===== config.mk =====
export PLATFORM = sky130hd
export DESIGN_NAME = pipe_ctrl
export DESIGN_NICKNAME = d
export VERILOG_FILES = /design/src/rtl/cpu_pkg.sv /design/src/rtl/stall_watchdog.sv /design/src/rtl/pipe_ctrl.sv
export SDC_FILE = /design/constraint.sdc
export NUM_CORES = 1
export LEC_CHECK = 0
export BUFFER_PORTS_ARGS = -buffer_cell sky130_fd_sc_hd__buf_4
export CORE_MARGIN = 2
export CORE_UTILIZATION = 49
export DETAILED_ROUTE_END_ITERATION = 12
export MAX_ROUTING_LAYER = met4
export PLACE_DENSITY = 0.85
export SYNTH_ARGS = -nofsm -noshare
export SYNTH_HDL_FRONTEND = slang
export SYNTH_SLANG_ARGS = --single-unit

===== constraint.sdc =====
create_clock -name clk -period 2.7 [get_ports clk]
set_input_delay 0.27 -clock clk [delete_from_list [all_inputs] [get_ports clk]]
set_output_delay 0.27 -clock clk [all_outputs]
set_load 0.01 [all_outputs]

===== src/rtl/cpu_pkg.sv =====
// Shared pipeline-control types and constants: stall encodings, FSM states, watchdog limits.
package cpu_pkg;

    localparam int unsigned STALL_W = 5;
    localparam int unsigned ADDR_W  = 32;
    localparam int unsigned TMO_W   = 10;
    localparam int unsigned TMO_MAX = 1023;

    // Hold-enable patterns, one per requesting stage (bit0 PC ... bit4 MEM/WB)
    localparam logic [STALL_W-1:0] STALL_MEM  = 5'b01111;
    localparam logic [STALL_W-1:0] STALL_EXE  = 5'b00111;
    localparam logic [STALL_W-1:0] STALL_ID   = 5'b00011;
    localparam logic [STALL_W-1:0] STALL_IF   = 5'b00001;
    localparam logic [STALL_W-1:0] STALL_NONE = 5'b00000;

    typedef enum logic [1:0] {
        ST_IDLE  = 2'd0,
        ST_PEND  = 2'd1,
        ST_FLUSH = 2'd2
    } pipe_state_e;

    // Bubble goes into the first register downstream of the held region
    function automatic logic [STALL_W-1:0] bubble_of(input logic [STALL_W-1:0] stall);
        logic [STALL_W-1:0] b;
        b = '0;
        for (int unsigned k = 0; k < STALL_W - 1; k++) begin
            b[k+1] = stall[k] & ~stall[k+1];
        end
        return b;
    endfunction

endpackage


===== src/rtl/stall_watchdog.sv =====
// Counts consecutive cycles the PC is held; raises a sticky flag once the limit is reached.
module stall_watchdog
    import cpu_pkg::*;
(
    input  logic clk,
    input  logic rst,
    input  logic stall,
    output logic timeout
);

    logic [TMO_W-1:0] cnt;
    logic [TMO_W-1:0] cnt_nxt;

    always_comb begin
        cnt_nxt = '0;
        if (stall) begin
            cnt_nxt = (cnt == TMO_W'(TMO_MAX)) ? cnt : cnt + 1'b1;
        end
    end

    always_ff @(posedge clk or negedge rst) begin
        if (!rst) begin
            cnt     <= '0;
            timeout <= 1'b0;
        end else begin
            cnt     <= cnt_nxt;
            timeout <= timeout | (cnt_nxt == TMO_W'(TMO_MAX));
        end
    end

endmodule


===== src/rtl/pipe_ctrl.sv =====
// Pipeline controller: priority stall/bubble generation plus exception/ERET redirect sequencing.
module pipe_ctrl
    import cpu_pkg::*;
(
    input  logic               clk,
    input  logic               rst,
    input  logic               stallreq_if_i,
    input  logic               stallreq_id_i,
    input  logic               stallreq_exe_i,
    input  logic               stallreq_mem_i,
    input  logic               exc_valid_i,
    input  logic [ADDR_W-1:0]  exc_handler_i,
    input  logic               eret_i,
    input  logic [ADDR_W-1:0]  epc_i,
    output logic [STALL_W-1:0] stall_o,
    output logic [STALL_W-1:0] bubble_o,
    output logic               flush_o,
    output logic [ADDR_W-1:0]  new_pc_o,
    output logic               pend_o,
    output logic               stall_timeout_o
);

    pipe_state_e       state;
    logic              evt;
    logic [ADDR_W-1:0] target;

    assign evt    = exc_valid_i | eret_i;
    assign target = exc_valid_i ? exc_handler_i : epc_i;

    // Stalls are suppressed during the flush cycle since every register is cleared anyway
    always_comb begin
        stall_o  = STALL_NONE;
        bubble_o = '0;
        if (state != ST_FLUSH) begin
            if (stallreq_mem_i)      stall_o = STALL_MEM;
            else if (stallreq_exe_i) stall_o = STALL_EXE;
            else if (stallreq_id_i)  stall_o = STALL_ID;
            else if (stallreq_if_i)  stall_o = STALL_IF;
            bubble_o = bubble_of(stall_o);
        end
    end

    // Redirect sequencer; the target is captured at the event so later events cannot disturb it
    always_ff @(posedge clk or negedge rst) begin
        if (!rst) begin
            state    <= ST_IDLE;
            flush_o  <= 1'b0;
            pend_o   <= 1'b0;
            new_pc_o <= '0;
        end else begin
            case (state)
                ST_IDLE: begin
                    if (evt) begin
                        new_pc_o <= target;
                        if (stallreq_mem_i) begin
                            state  <= ST_PEND;
                            pend_o <= 1'b1;
                        end else begin
                            state   <= ST_FLUSH;
                            flush_o <= 1'b1;
                        end
                    end
                end
                ST_PEND: begin
                    if (!stallreq_mem_i) begin
                        state   <= ST_FLUSH;
                        pend_o  <= 1'b0;
                        flush_o <= 1'b1;
                    end
                end
                ST_FLUSH: begin
                    state   <= ST_IDLE;
                    flush_o <= 1'b0;
                end
                default: begin
                    state   <= ST_IDLE;
                    flush_o <= 1'b0;
                    pend_o  <= 1'b0;
                end
            endcase
        end
    end

    stall_watchdog u_watchdog (
        .clk     (clk),
        .rst     (rst),
        .stall   (stall_o[0]),
        .timeout (stall_timeout_o)
    );

endmodule


==> After elaboration in Yosys (flattened, before gate mapping) <==
Index checks and enable logic that the tools add are counted.
{ "totals": {"ff_bits": 47, "output_inout_bits": 45} }
{ "classes": {"n_addsub": 1, "eq_ne": 8, "mux": 21, "n_bitwise": 11, "reduce_logical": 4} }
{ "ops": {"columns": ["cell", "count"], "rows": [
  ["32-bit two-way mux", 1],
  ["10-bit equality test, second input constant", 2],
  ["10-bit two-way mux", 2],
  ["5-bit two-way mux", 3],
  ["10-bit by 1-bit adder with 10-bit output, second input constant", 1],
  ["2-bit two-way mux", 4],
  ["2-bit != test, second input constant", 4],
  ["1-bit two-way mux", 6],
  ["1-bit NOT", 5],
  ["1-bit AND", 4],
  ["4-bit two-way mux", 1],
  ["2-bit one-hot mux with 2 select lines", 1],
  ["2-bit AND reduction", 2],
  ["4-bit AND reduction", 1],
  ["3-bit two-way mux", 1],
  ["1-bit one-hot mux with 3 select lines", 1],
  ["2-bit by 1-bit equality test with 1-bit output, second input constant", 1],
  ["2-bit equality test, second input constant", 1],
  ["2-bit logical NOT", 1],
  ["1-bit OR", 2],
  ["1-bit one-hot mux with 2 select lines", 1]
]} }

==> Longest topological paths before layout <==
{ "logic_depth": {"depth_word": 9, "mapped_depth": 6, "ltp_nobuf": 6} }

==> Hierarchy <==
From an unflattened synthesis, not the netlist that was laid out.
{ "unflattened": {"cells_unflattened": 204, "hier_area_um2": 2637.5} }
{ "modules_own_cells": {"columns": ["mod", "n_inst", "cells_each", "area_per_inst_um2"], "rows": [
  ["pipe_ctrl", 1, 134, 1979.4],
  ["stall_watchdog", 1, 70, 658.1]
]} }

==> Worst setup path before layout <==
Ideal clock, no wire load.
{ "synth_timing": {"path_type": "flip-flop to flip-flop", "from": "register u_watchdog.cnt[0]", "to": "register u_watchdog.timeout", "setup_time_ns": 0.128, "arrival_ns": 1.561, "path_slack_ns": 1.010, "path_stages_with_launch": 7, "path_buffers": 0, "synth_period_minus_slack_ns": 1.690, "path_cell_list": "dfrtp_1 > ha_1 > and4_4 > and4_4 > mux2_2 > nand2_1 > o41ai_2"} }
{ "synth_via": {"elab_chain_len": 5} }
{ "synth_lines": {"columns": ["item", "line_no", "source"], "rows": [
  ["start: declaration", "stall_watchdog.sv:11", "logic [TMO_W-1:0] cnt;"],
  ["start signal: assignment", "stall_watchdog.sv:26", "cnt <= cnt_nxt;"],
  ["10-bit by 1-bit adder with 10-bit output or 10-bit equality test (tied branches)", "stall_watchdog.sv:17", "cnt_nxt = (cnt == TMO_W'(TMO_MAX)) ? cnt : cnt + 1'b1;"],
  ["10-bit two-way mux (*)", "stall_watchdog.sv:17", null],
  ["10-bit two-way mux (*)", "stall_watchdog.sv:16", "if (stall) begin"],
  ["10-bit equality test (*)", "stall_watchdog.sv:27", "timeout <= timeout | (cnt_nxt == TMO_W'(TMO_MAX));"],
  ["1-bit OR (*)", "stall_watchdog.sv:27", null],
  ["end signal: assignment", "stall_watchdog.sv:27", null],
  ["end: declaration", "stall_watchdog.sv:8", "output logic timeout"]
]} }
Mark *: on every way between the ends. The rest lies on a longest branch, timed or not.
A chain may end at the register's enable or synchronous reset.

==> Worst setup path in the final report <==
Same ends and word-level chain as after synthesis.

==> impl_metrics.ini <==
[outcome]
status = completed

[final_layout]
fin_nets = 420
final_layout_size_suffix_gt1_frac = 0.391
area_grow_syn2layout_pct = 42.5
number_of_diodes = 0
fillerInstances = 356
most-common-layout-cells = buf_4, dfrtp_1, nand2_1
final_common_cell = buf_4

[floorplan]
die_h_um = 73.5
num_io_pins = 117
die_area_mm2 = 0.00540
rows = 25
design.core.area_mm2 = 0.00469
floorplan.die.width_um = 73.5
start_util = 0.504

[power_and_ir_drop]
worst_ir_drop_vdd_uv = 310
power.total_uw = 2060
static-leakage-power_uw = 0.00173
power_density_mw_per_mm2 = 612

[place]
io_buffers = 114
gp_congestion = 0.852
dp_slack_ns = 0.845
dp_hpwl_um = 4280

[global_route]
globalRouteOverflowTotal = 0
met2_demand_to_capacity_share_in_global_routing = 0.346
global_route.usage.met3 = 0.0672
first_global_vias = 1922
grt_max_degree = 48
grt_first_pass_wirelength_um = 8610
antenna_found_initial = 0
gr-usage-met1 = 0.252
top_usage_layer_grt = met2
groute.usage.overall = 0.212

[yosys]
synth_sequential_area_ratio = 0.497
synthesis.area_mm2 = 0.00237
count_of_flip_flops_with_a_built_in_enable_after_synthesis = 0
async_set_or_reset_register_ratio_after_synthesis = 1.00
synth-main-ff-cell = dfrtp_1
ys.warnings.count = 0
synth_cells = 237
synthDistinctLibCells = 40
largest_cells_by_area_after_synthesis = dfrtp_1, mux2i_1, o21ai_1, nand2_1, nor2_1
yosysTopAreaCell = dfrtp_1
top_area_cell_type_share_of_the_netlist_area = 0.497
ys_seq_elements = 47
synth.avg_cell_area_um2 = 9.98

[setup_path]
worst-path-max-fanout = 6
critical_path_cell_sequence = ha_1, and4_4, nand3_1, o21ai_0, nand4b_1, o41ai_2
cpLargestDelayFamily = simple AND/OR/NAND/NOR gates
worst-endpoint-arrival_ns = 2.10
crit_required_ns = 2.89
end_kind = register
worst_setup_sp_type = register
critical_path.max_stage_delay_ns = 0.46
timing_worst_setup_path_type = reg -> reg
buffers_and_inverters_on_the_worst_path = 0
critical-path-slowest-cell = dfrtp_1

[drt]
routed_wirelength_um = 5510
route.detailed.drc = 0
vias = 2085
drt_pre_antenna_iters = 4
drt_iter0_drc = 79
detail_route.wl_per_cell_um = 13.7
detail-route-antenna-nets = 0
avgViaCountPerCell = 5.19

[cts]
clock_insertion_delay_worst_skew_ns = 0.29
cts.repair_timing.setup_buffer_count = 0
post_cts_resize_count = 0
tritoncts = done
cts_buffer_depth = 2
clk_transition_reported_paths_ns = 0.08
hold_buffer_count_at_cts = 1
htree_num_levels = 2
clkSinkCount = 47
cts_inserted_buffers = 5
clock_tree.root_cell = clkbuf_8

[sta]
setup_slack_ns = 0.789
max_freq_ghz = 0.523
final_hold_viol_count = 0
grt_setup_unrepaired = false
timing_worst_slew_pin_value_ns = 0.580
totalNegativeSetupSlack_ns = 0
timing.max_slew.rel_slack = 0.613
finalSetupViolCount = 0
finalCriticalPeriod_ns = 1.91
fin_worst_skew_ns = 0.00335
slew_viol_final = 0
fin_crit_sh = 0.708

[hold_path]
hold_path_class = in -> reg

[job]
maxCapViolCount = 0
## cells by family (layout without fill, tap and decap cells)
kind of cell,count (synthesis),after routing,synth area share
compound gates,52,52,0.133
xor+xnor,1,1,0.00370
fa+ha+maj,1,1,0.00529
buf+inv,19,129,0.0412
flops,47,47,0.497
mux,36,36,0.153
other cells,1,2,0.00158
simple gates,80,80,0.165
## stage by stage
step           std cells  hold WS (ns)  utilization  area, um^2
3_3_place_gp         393         0.309        0.691        3240
3_5_place_dp         393         0.311        0.691        3240
4_1_cts              402         0.192        0.719        3370
5_1_grt              402         0.198        0.719        3370
2_1_floorplan        238       -0.0256            -        2370
6_report             402         0.204        0.719        3370
## per-layer routing
metal / share of wire / routed length (um)
met4: 0.014 / 79
met5: 0 / 0
met2: 0.51 / 2810
met1: 0.39 / 2170
met3: 0.083 / 456
## registers in the layout, summed over array words and instances (netlist names)
signal / cells
new_pc_o: 32
u_watchdog.cnt: 10
state: 2
flush_o: 1
pend_o: 1
u_watchdog.timeout: 1
## Yosys cell counts, types with 2 or more instances
| master | instances |
|---|---|
| nand3_1 | 3 |
| clkbuf_1 | 7 |
| mux2i_1 | 35 |
| and2_1 | 2 |
| nand4_1 | 2 |
| a21oi_1 | 5 |
| nand2_1 | 40 |
| and3_1 | 2 |
| inv_1 | 3 |
| and4_4 | 3 |
| buf_2 | 3 |
| dfrtp_1 | 47 |
| a31oi_1 | 2 |
| o41ai_2 | 2 |
| nor3_1 | 4 |
| o21ai_0 | 3 |
| nor2b_1 | 4 |
| buf_4 | 4 |
| nor2_1 | 13 |
| a211oi_1 | 2 |
| o21ai_1 | 32 |
## worst register-to-register path: cells and delay by family, from the launching register on
| kind | cells | cell delay [ns] |
|---|---|---|
| AOI/OAI and AO/OA | 2 | 0.46 |
| adders and majority gates | 1 | 0.27 |
| DFF | 1 | 0.46 |
| and+or+nand+nor | 3 | 0.64 |
## where the power goes
part	internal (uW)	switching [uW]	leakage, uW
sequential	832	103	0.000584
combinational	314	286	0.00108
clock	300	228	0.0000612
total	1450	617	0.00173
## final cells by class
| cell class | count | area, um^2 | share of cell area |
|---|---|---|---|
| well taps | 54 | 67.6 | 0.0200 |
| inverters | 3 | 11.3 | 0.00334 |
| clock buffers | 6 | 82.6 | 0.0245 |
| multi-input cells | 172 | 1100 | 0.326 |
| repair buffers | 118 | 901 | 0.267 |
| flip-flops and latches | 47 | 1180 | 0.349 |
| clock inverters | 2 | 35.0 | 0.0104 |
## path summary, 6_finish.rpt
path	from	end	slack, ns	cells past startpoint
worst min register to register	u_watchdog.timeout	u_watchdog.timeout	0.47	2
worst min-delay path	stallreq_mem_i	state[1]	0.20	2
max in group asynchronous	rst	state[1]	1.78	2
worst max-delay path	u_watchdog.cnt[0]	u_watchdog.timeout	0.79	6
min in group asynchronous	rst	u_watchdog.cnt[4]	0.52	2
worst max register to register	u_watchdog.cnt[0]	u_watchdog.timeout	0.79	6
No activity file was read; power rests on OpenSTA's default activity.
